==> src/rtl/cdb_pkg.sv <==
// cdb_pkg: CDB widths, functional-unit indices and the broadcast packet.
// Shared by cdb_arbiter, rob and the reservation stations.
package cdb_pkg;

    localparam int CDB_NUM_FU = 4;
    localparam int CDB_TAG_W  = 5;
    localparam int CDB_DATA_W = 32;

    localparam int FU_ALU  = 0;
    localparam int FU_MULT = 1;
    localparam int FU_DIV  = 2;
    localparam int FU_LSQ  = 3;

    typedef struct packed {
        logic [CDB_TAG_W-1:0]  tag;
        logic [CDB_DATA_W-1:0] data;
        logic                  branch;
        logic                  branch_taken;
    } cdb_pkt_t;

    // Index of the set bit of a one-hot vector (0 when none set).
    function automatic int oh_index(input logic [31:0] oh);
        int idx;
        idx = 0;
        for (int i = 0; i < 32; i++) begin
            if (oh[i]) idx = i;
        end
        return idx;
    endfunction

endpackage

==> src/rtl/cdb_arbiter_rr_pick.sv <==
// rr_pick: combinational one-hot picker; search starts at ptr and wraps.
// A zero pointer turns it into a lowest-index-first priority picker.
module rr_pick
    import cdb_pkg::*;
#(
    parameter int N  = CDB_NUM_FU,
    parameter int PW = (N > 1) ? $clog2(N) : 1
) (
    input  logic [N-1:0]  req,
    input  logic [PW-1:0] ptr,
    output logic [N-1:0]  grant
);

    logic [PW-1:0] idx;
    logic          found;

    always_comb begin
        grant = '0;
        found = 1'b0;
        idx   = '0;
        for (int k = 0; k < N; k++) begin
            idx = PW'((int'(ptr) + k) % N);
            if (!found && req[idx]) begin
                grant[idx] = 1'b1;
                found      = 1'b1;
            end
        end
    end

endmodule

==> src/rtl/cdb_arbiter.sv <==
// cdb_arbiter: shares the CDB between units via one-entry holding slots.
// Define CDB_ARB_RR_EN for round-robin; otherwise the lowest index wins.
module cdb_arbiter
    import cdb_pkg::*;
#(
    parameter int NUM_FU = CDB_NUM_FU,
    parameter int TAG_W  = CDB_TAG_W,
    parameter int DATA_W = CDB_DATA_W
) (
    input  logic                     clock,
    input  logic                     reset,
    input  logic                     Flush,
    input  logic [NUM_FU-1:0]        Fu_valid,
    output logic [NUM_FU-1:0]        Fu_ready,
    input  logic [NUM_FU*TAG_W-1:0]  Fu_rd_tag,
    input  logic [NUM_FU*DATA_W-1:0] Fu_data,
    input  logic [NUM_FU-1:0]        Fu_branch,
    input  logic [NUM_FU-1:0]        Fu_branch_taken,
    output logic                     Cdb_valid,
    output logic [TAG_W-1:0]         Cdb_rd_tag,
    output logic [DATA_W-1:0]        Cdb_data,
    output logic                     Cdb_branch,
    output logic                     Cdb_branch_taken,
    output logic [NUM_FU-1:0]        Cdb_grant
);

    localparam int PW = (NUM_FU > 1) ? $clog2(NUM_FU) : 1;

    typedef struct packed {
        logic [TAG_W-1:0]  tag;
        logic [DATA_W-1:0] data;
        logic              branch;
        logic              branch_taken;
    } slot_t;

    logic [NUM_FU-1:0] full;
    slot_t             slot  [NUM_FU];
    slot_t             fu_in [NUM_FU];
    logic [NUM_FU-1:0] win;
    logic [NUM_FU-1:0] accept;
    logic [PW-1:0]     win_idx;
    logic [PW-1:0]     pick_ptr;
    slot_t             win_pkt;

`ifdef CDB_ARB_RR_EN
    logic [PW-1:0] rr_ptr;
    logic [PW-1:0] rr_next;

    assign pick_ptr = rr_ptr;
    assign rr_next  = (int'(win_idx) == NUM_FU - 1) ? '0
                                                    : win_idx + PW'(1);

    always_ff @(posedge clock) begin
        if (reset) begin
            rr_ptr <= '0;
        end else if (!Flush && (|win)) begin
            rr_ptr <= rr_next;
        end
    end
`else
    assign pick_ptr = '0;
`endif

    // Arbitration sees only registered state, keeping Fu_valid off the ready path.
    rr_pick #(
        .N  (NUM_FU),
        .PW (PW)
    ) u_pick (
        .req   (full),
        .ptr   (pick_ptr),
        .grant (win)
    );

    assign Fu_ready = (reset || Flush) ? '0 : (~full | win);
    assign accept   = Fu_valid & Fu_ready;
    assign win_idx  = PW'(oh_index(32'(win)));
    assign win_pkt  = slot[win_idx];

    always_comb begin
        for (int i = 0; i < NUM_FU; i++) begin
            fu_in[i].tag          = Fu_rd_tag[i*TAG_W +: TAG_W];
            fu_in[i].data         = Fu_data[i*DATA_W +: DATA_W];
            fu_in[i].branch       = Fu_branch[i];
            fu_in[i].branch_taken = Fu_branch_taken[i];
        end
    end

    // Payload needs no reset: it is only ever read behind a full bit.
    always_ff @(posedge clock) begin
        for (int i = 0; i < NUM_FU; i++) begin
            if (accept[i]) begin
                slot[i] <= fu_in[i];
            end
        end
    end

    always_ff @(posedge clock) begin
        if (reset) begin
            full             <= '0;
            Cdb_valid        <= 1'b0;
            Cdb_rd_tag       <= '0;
            Cdb_data         <= '0;
            Cdb_branch       <= 1'b0;
            Cdb_branch_taken <= 1'b0;
            Cdb_grant        <= '0;
        end else if (Flush) begin
            full      <= '0;
            Cdb_valid <= 1'b0;
            Cdb_grant <= '0;
        end else begin
            for (int i = 0; i < NUM_FU; i++) begin
                if (accept[i]) begin
                    full[i] <= 1'b1;
                end else if (win[i]) begin
                    full[i] <= 1'b0;
                end
            end
            Cdb_valid <= |win;
            Cdb_grant <= win;
            if (|win) begin
                Cdb_rd_tag       <= win_pkt.tag;
                Cdb_data         <= win_pkt.data;
                Cdb_branch       <= win_pkt.branch;
                Cdb_branch_taken <= win_pkt.branch_taken;
            end
        end
    end

endmodule
==> config.mk <==
export PLATFORM = sky130hd
export DESIGN_NAME = cdb_arbiter
export DESIGN_NICKNAME = d
export VERILOG_FILES = /design/src/rtl/cdb_pkg.sv /design/src/rtl/cdb_arbiter_rr_pick.sv /design/src/rtl/cdb_arbiter.sv
export SDC_FILE = /design/constraint.sdc
export NUM_CORES = 1
export LEC_CHECK = 0
export ABC_AREA = 1
export ABC_CLOCK_PERIOD_IN_PS = 4900
export CORE_ASPECT_RATIO = 0.75
export CORE_MARGIN = 2
export CORE_UTILIZATION = 41
export CTS_BUF_LIST = sky130_fd_sc_hd__clkbuf_4 sky130_fd_sc_hd__clkbuf_8
export DETAILED_ROUTE_END_ITERATION = 8
export GPL_ROUTABILITY_DRIVEN = 0
export PLACE_DENSITY = 0.69
export RECOVER_POWER = 50
export SLEW_MARGIN = 20
export SYNTH_ARGS = -nofsm -noshare
export SYNTH_HDL_FRONTEND = slang
export SYNTH_SLANG_ARGS = --single-unit
==> constraint.sdc <==
create_clock -name clock -period 4.9 [get_ports clock]
set_input_delay 1.47 -clock clock [delete_from_list [all_inputs] [get_ports clock]]
set_output_delay 1.47 -clock clock [all_outputs]
set_load 0.01 [all_outputs]
After elaboration in Yosys (flattened, before gate mapping)
Memory sizes are Yosys's and may differ from the RTL's. A register that Yosys moved wholly into a read port is not among the register bits.
Cells that the tools add are included.
Cells by class
  bitwise logic cells: 4
  reductions and logical operators: 14
  mux-type cells: 27
Operators by type and width (count)
  1-bit two-way mux: 21
  4-bit two-way mux: 2
  2-bit nonzero test: 4
  2-bit two-way mux: 3
  4-bit bitwise AND: 1
  4-bit NOT: 1
  4-bit OR: 1
  4-bit OR reduction: 1
  1-bit logical AND: 3
  1-bit logical NOT: 3
  3-bit two-way mux: 1
  2-bit AND reduction: 1
  2-bit OR reduction: 1
  1-bit logical OR: 1
  1-bit NOT: 1
Storage, ports and cells
  bits in writable memories: 156
  output and inout bits: 48
  input port bits: 163
  memories kept: 1
  register bits: 9
Memories
  slot: words 4, bits a word 39, read ports 1, clocked after memory_dff 1, write ports 4, RTL line cdb_arbiter.sv:37  | slot_t slot [NUM_FU];

Depth between registers and ports, before layout
  depth in word-level cells: 15
  mapped depth: 10
  gate-level depth less buffers: 9

Cells and area by module
A second synthesis with hierarchy kept.
Second synthesis, totals
  cell total of the unflattened synthesis: 942
  area total of the unflattened synthesis: 8739.6 um^2
Modules (own cells, without submodules)
  cdb_arbiter: area each 8340.5 um^2, instances 1, cells an instance 869
  rr_pick: area each 399.1 um^2, instances 1, cells an instance 73

Least setup slack after synthesis
Ideal clock, no wire load.
  path type: in2reg
  from: in Flush
  to: mem slot[3][0] (netlist name), enable pin
  stages: 4
  data required time: 4.416 ns
  slack: -0.422 ns
  data arrival time: 4.839 ns
  setup time: 0.484 ns
  path through: nor2_1 -> inv_1 -> clkbuf_1 -> nor3_1
RTL lines
  start, declared: RTL line cdb_arbiter.sv:12  | input logic Flush,
  end, declared: RTL line cdb_arbiter.sv:37

Final worst setup path
  from: in Flush
  to: out Fu_ready[1]
Between the ends
  longest elaborated chain between the ends: 2
Ends and longest elaborated chain
  1-bit logical OR: RTL line cdb_arbiter.sv:74  | assign Fu_ready = (reset || Flush) ? '0 : (~full | win);
  4-bit two-way mux: RTL line cdb_arbiter.sv:74
  end, declared: RTL line cdb_arbiter.sv:14  | output logic [NUM_FU-1:0] Fu_ready,
Every way passes these cells.

==> impl_results.md <==
* Status: complete, but fails checks
* Failing checks: max-capacitance violations, max-slew violations
* Largest family of logic cells by synthesized area: simple AND/OR/NAND/NOR gates
* Xor/xnor share of the synthesized area at 0%
* Final WL at about 22 mm
* Clk buf depth at 3
* Slew headroom at -14.87%
* Filler cells at around 1700
* I/O pins at 211
* Die ar. at ~22000 µm²
* Most frequent cells in the layout: 206 x inv_1, 195 x nand3_1, 157 x dlygate4sd3_1
* Initial Util at between 40% and 50%
* DRC Markers at 0
* Commonest non-fill, non-tap cell in the layout: inv_1
* # port buffers at 210
* Initial antenna violation count at 3
* Via count at between 6000 and 7000
* Final-stage net count at 1256
* Worst setup margin at approximately 0.40 ns
* H-tree Lvls at 2
* PD cells at between 300 and 400 nW/µm²
* Vias in the first global route at 6120
* Resize count post-CTS at 0
* F_max at 222.2 MHz
* FF+latch area at 5645 µm²
* Vias/cell at between 4 and 5
* Fraction of layout cells with a size suffix above 1 at under 10%
* TritonCTS clock tree: yes
* Post-CTS Setup Repair Bufs at 0
* Peak supply drop at ~0.20 mV
* Largest net degree at the start of global routing at between 80 and 90
* Total Neg Setup Slack at 0 ns
* Global route overflow at 0
* Synth Area in Compound Gates at less than 1%
* Fin Hold WS at 0.5626 ns
* First-pass GRT wire length at around 34 mm
* Clock Latency Late Sink at approximately 0.5 ns
* Setup crit start kind: input pin
* Wire per inst at approximately 16 µm
* Yosys reg bits at approximately 200
* Clock Sinks at slightly above 200
* Worst Setup End Kind: output pin
* Worst-path clk slew at 0.07 ns
* Setup CP Type: input pin to output pin
* Setup violators final at 0
* Area Growth Syn to Fin at 36.20%
* Unrepaired setup endpoints after global routing: no
* Total number of yosys warnings at 0
* Area of the multi-input gates at 1887 µm²
* CP max FO at 4
* DP Wirelength at around 14 mm
* Worst Tran Pin Value at roughly 1.7 ns
* DR iter-0 viols at 571
* Max-cap check violation count at 3
* Synthesized area at around 8500 µm²
* Core Region at 20270 µm²
* Hold-fix buffers at CTS at 0
* Mux contribution to synthesized area at 0%
* Final Cycle Share at 91.85%
* Post-Synth Simple-Gate Area at 21.72%
* Root buffer cell: clkbuf_8
* Pre-CTS setup slack at about 0.53 ns
* Detail Route Antenna Nets at 0
* Final min period at roughly 4.5 ns
* Hold Fails Final Rpt at 0
* Total track usage at 20.05%
* Detailed Routing Iterations Pass 1 at 5
* Critical Path RT at around 3.4 ns
* Gate Count Post-Synth at roughly 880
* Sequential fraction of the synthesis area at around 66%
* Min-Delay Path Class: flop to flop
* Num rows at 45
* CTS buffer count at 35
* Synth unique cells at 19
* Fin. max-slew vios at around 180
* Post-Syn Area per Cell at between 9 and 10 µm²
* Leak Pwr at around 5 nW
* Die width at 170.3 µm
* Height of the chip at about 130 µm
* Power Total at just over 0.004 W
* Clk_skew at 0.03093 ns
* Post-Synth Adder-Cell Area at 0%
* WP data arrival at 3.03 ns
* Synthesized net count at 1040
## stage by stage
| step | util [%] | instance area, µm² | instances |
|---|---|---|---|
| 2_1_floorplan | - | 8513 | 877 |
| 3_3_place_gp | 53.67 | 10880 | 1314 |
| 3_5_place_dp | 53.67 | 10880 | 1314 |
| 4_1_cts | 57.27 | 11610 | 1377 |
| 5_1_grt | 57.07 | 11570 | 1377 |
| 6_report | 57.14 | 11580 | 1382 |
## registers in the layout, summed over array words and instances, names as in the netlist
| signal | flops |
|---|---|
| full | 4 |
| Cdb_branch_taken | 1 |
| Cdb_data | 32 |
| Cdb_rd_tag | 5 |
| Cdb_valid | 1 |
| slot | 156 |
| Cdb_grant | 4 |
| Cdb_branch | 1 |
## cells by family after synthesis
family / after synthesis
flops: 204
buf+inv: 253
compound gates: 2
simple gates: 418
## synth_stat cells
cell | n | area share (%)
inv_1 | 206 | 9.1
nand3_1 | 195 | 11
edfxtp_1 | 156 | 55
nand2_1 | 126 | 5.6
nor2_1 | 90 | 4.0
dfxtp_1 | 48 | 11
buf_2 | 17 | 1.0
clkbuf_1 | 12 | 0.53
buf_1 | 9 | 0.40
buf_4 | 7 | 0.62
inv_2 | 2 | 0.088
nand2_2 | 2 | 0.15
a21oi_1 | 1 | 0.059
nand3_4 | 1 | 0.21
nor2_4 | 1 | 0.13
nor3_1 | 1 | 0.059
nor3b_1 | 1 | 0.088
nor4_1 | 1 | 0.074
o21ai_2 | 1 | 0.10
## where the power goes
group | internal [W] | leakage (nW) | switching [W]
Combinational | 0.000219 | 2.93 | 0.000233
Clock | 0.000933 | 0.390 | 0.000674
Sequential | 0.00194 | 1.83 | 0.0000286
## metal layers
metal  vias to the layer above  part of all wire, %  GRT usage (%)
met3                        36                  8.7          5.045
met4                         4                  1.4          5.078
met2                       252                   45          30.73
li1                       3209                    -              -
met5                         -                 0.11              0
met1                      2937                   45          28.72
## worst max-delay path, stage by stage
cell	delay (ns)
clkdlybuf4s50_1	0.43
nor2_1	0.15
clkbuf_1	0.23
nand2_1	0.15
inv_1	0.07
clkdlybuf4s50_1	0.52
## worst paths after layout
| kind | cells past startpoint | startpoint | to | slack, ns |
|---|---|---|---|---|
| hold reg to reg | 4 | Cdb_data[29] | Cdb_data[29] | 0.56 |
| setup / recovery | 6 | Flush | Fu_ready[1] | 0.40 |
| setup reg to reg | 8 | full[0] | Cdb_data[8] | 0.95 |
| hold / removal | 4 | Cdb_data[29] | Cdb_data[29] | 0.56 |
## area by class of cell
type	instances	area share (%)
clock inverters	10	0.8103
flip-flops and latches	204	48.75
clock buffers	53	5.488
diodes	5	0.1080
well taps	258	2.787
repair buffers	224	19.03
multi-input cells	420	16.29
inverters	208	6.742
No activity file was read; power rests on OpenSTA's default activity.
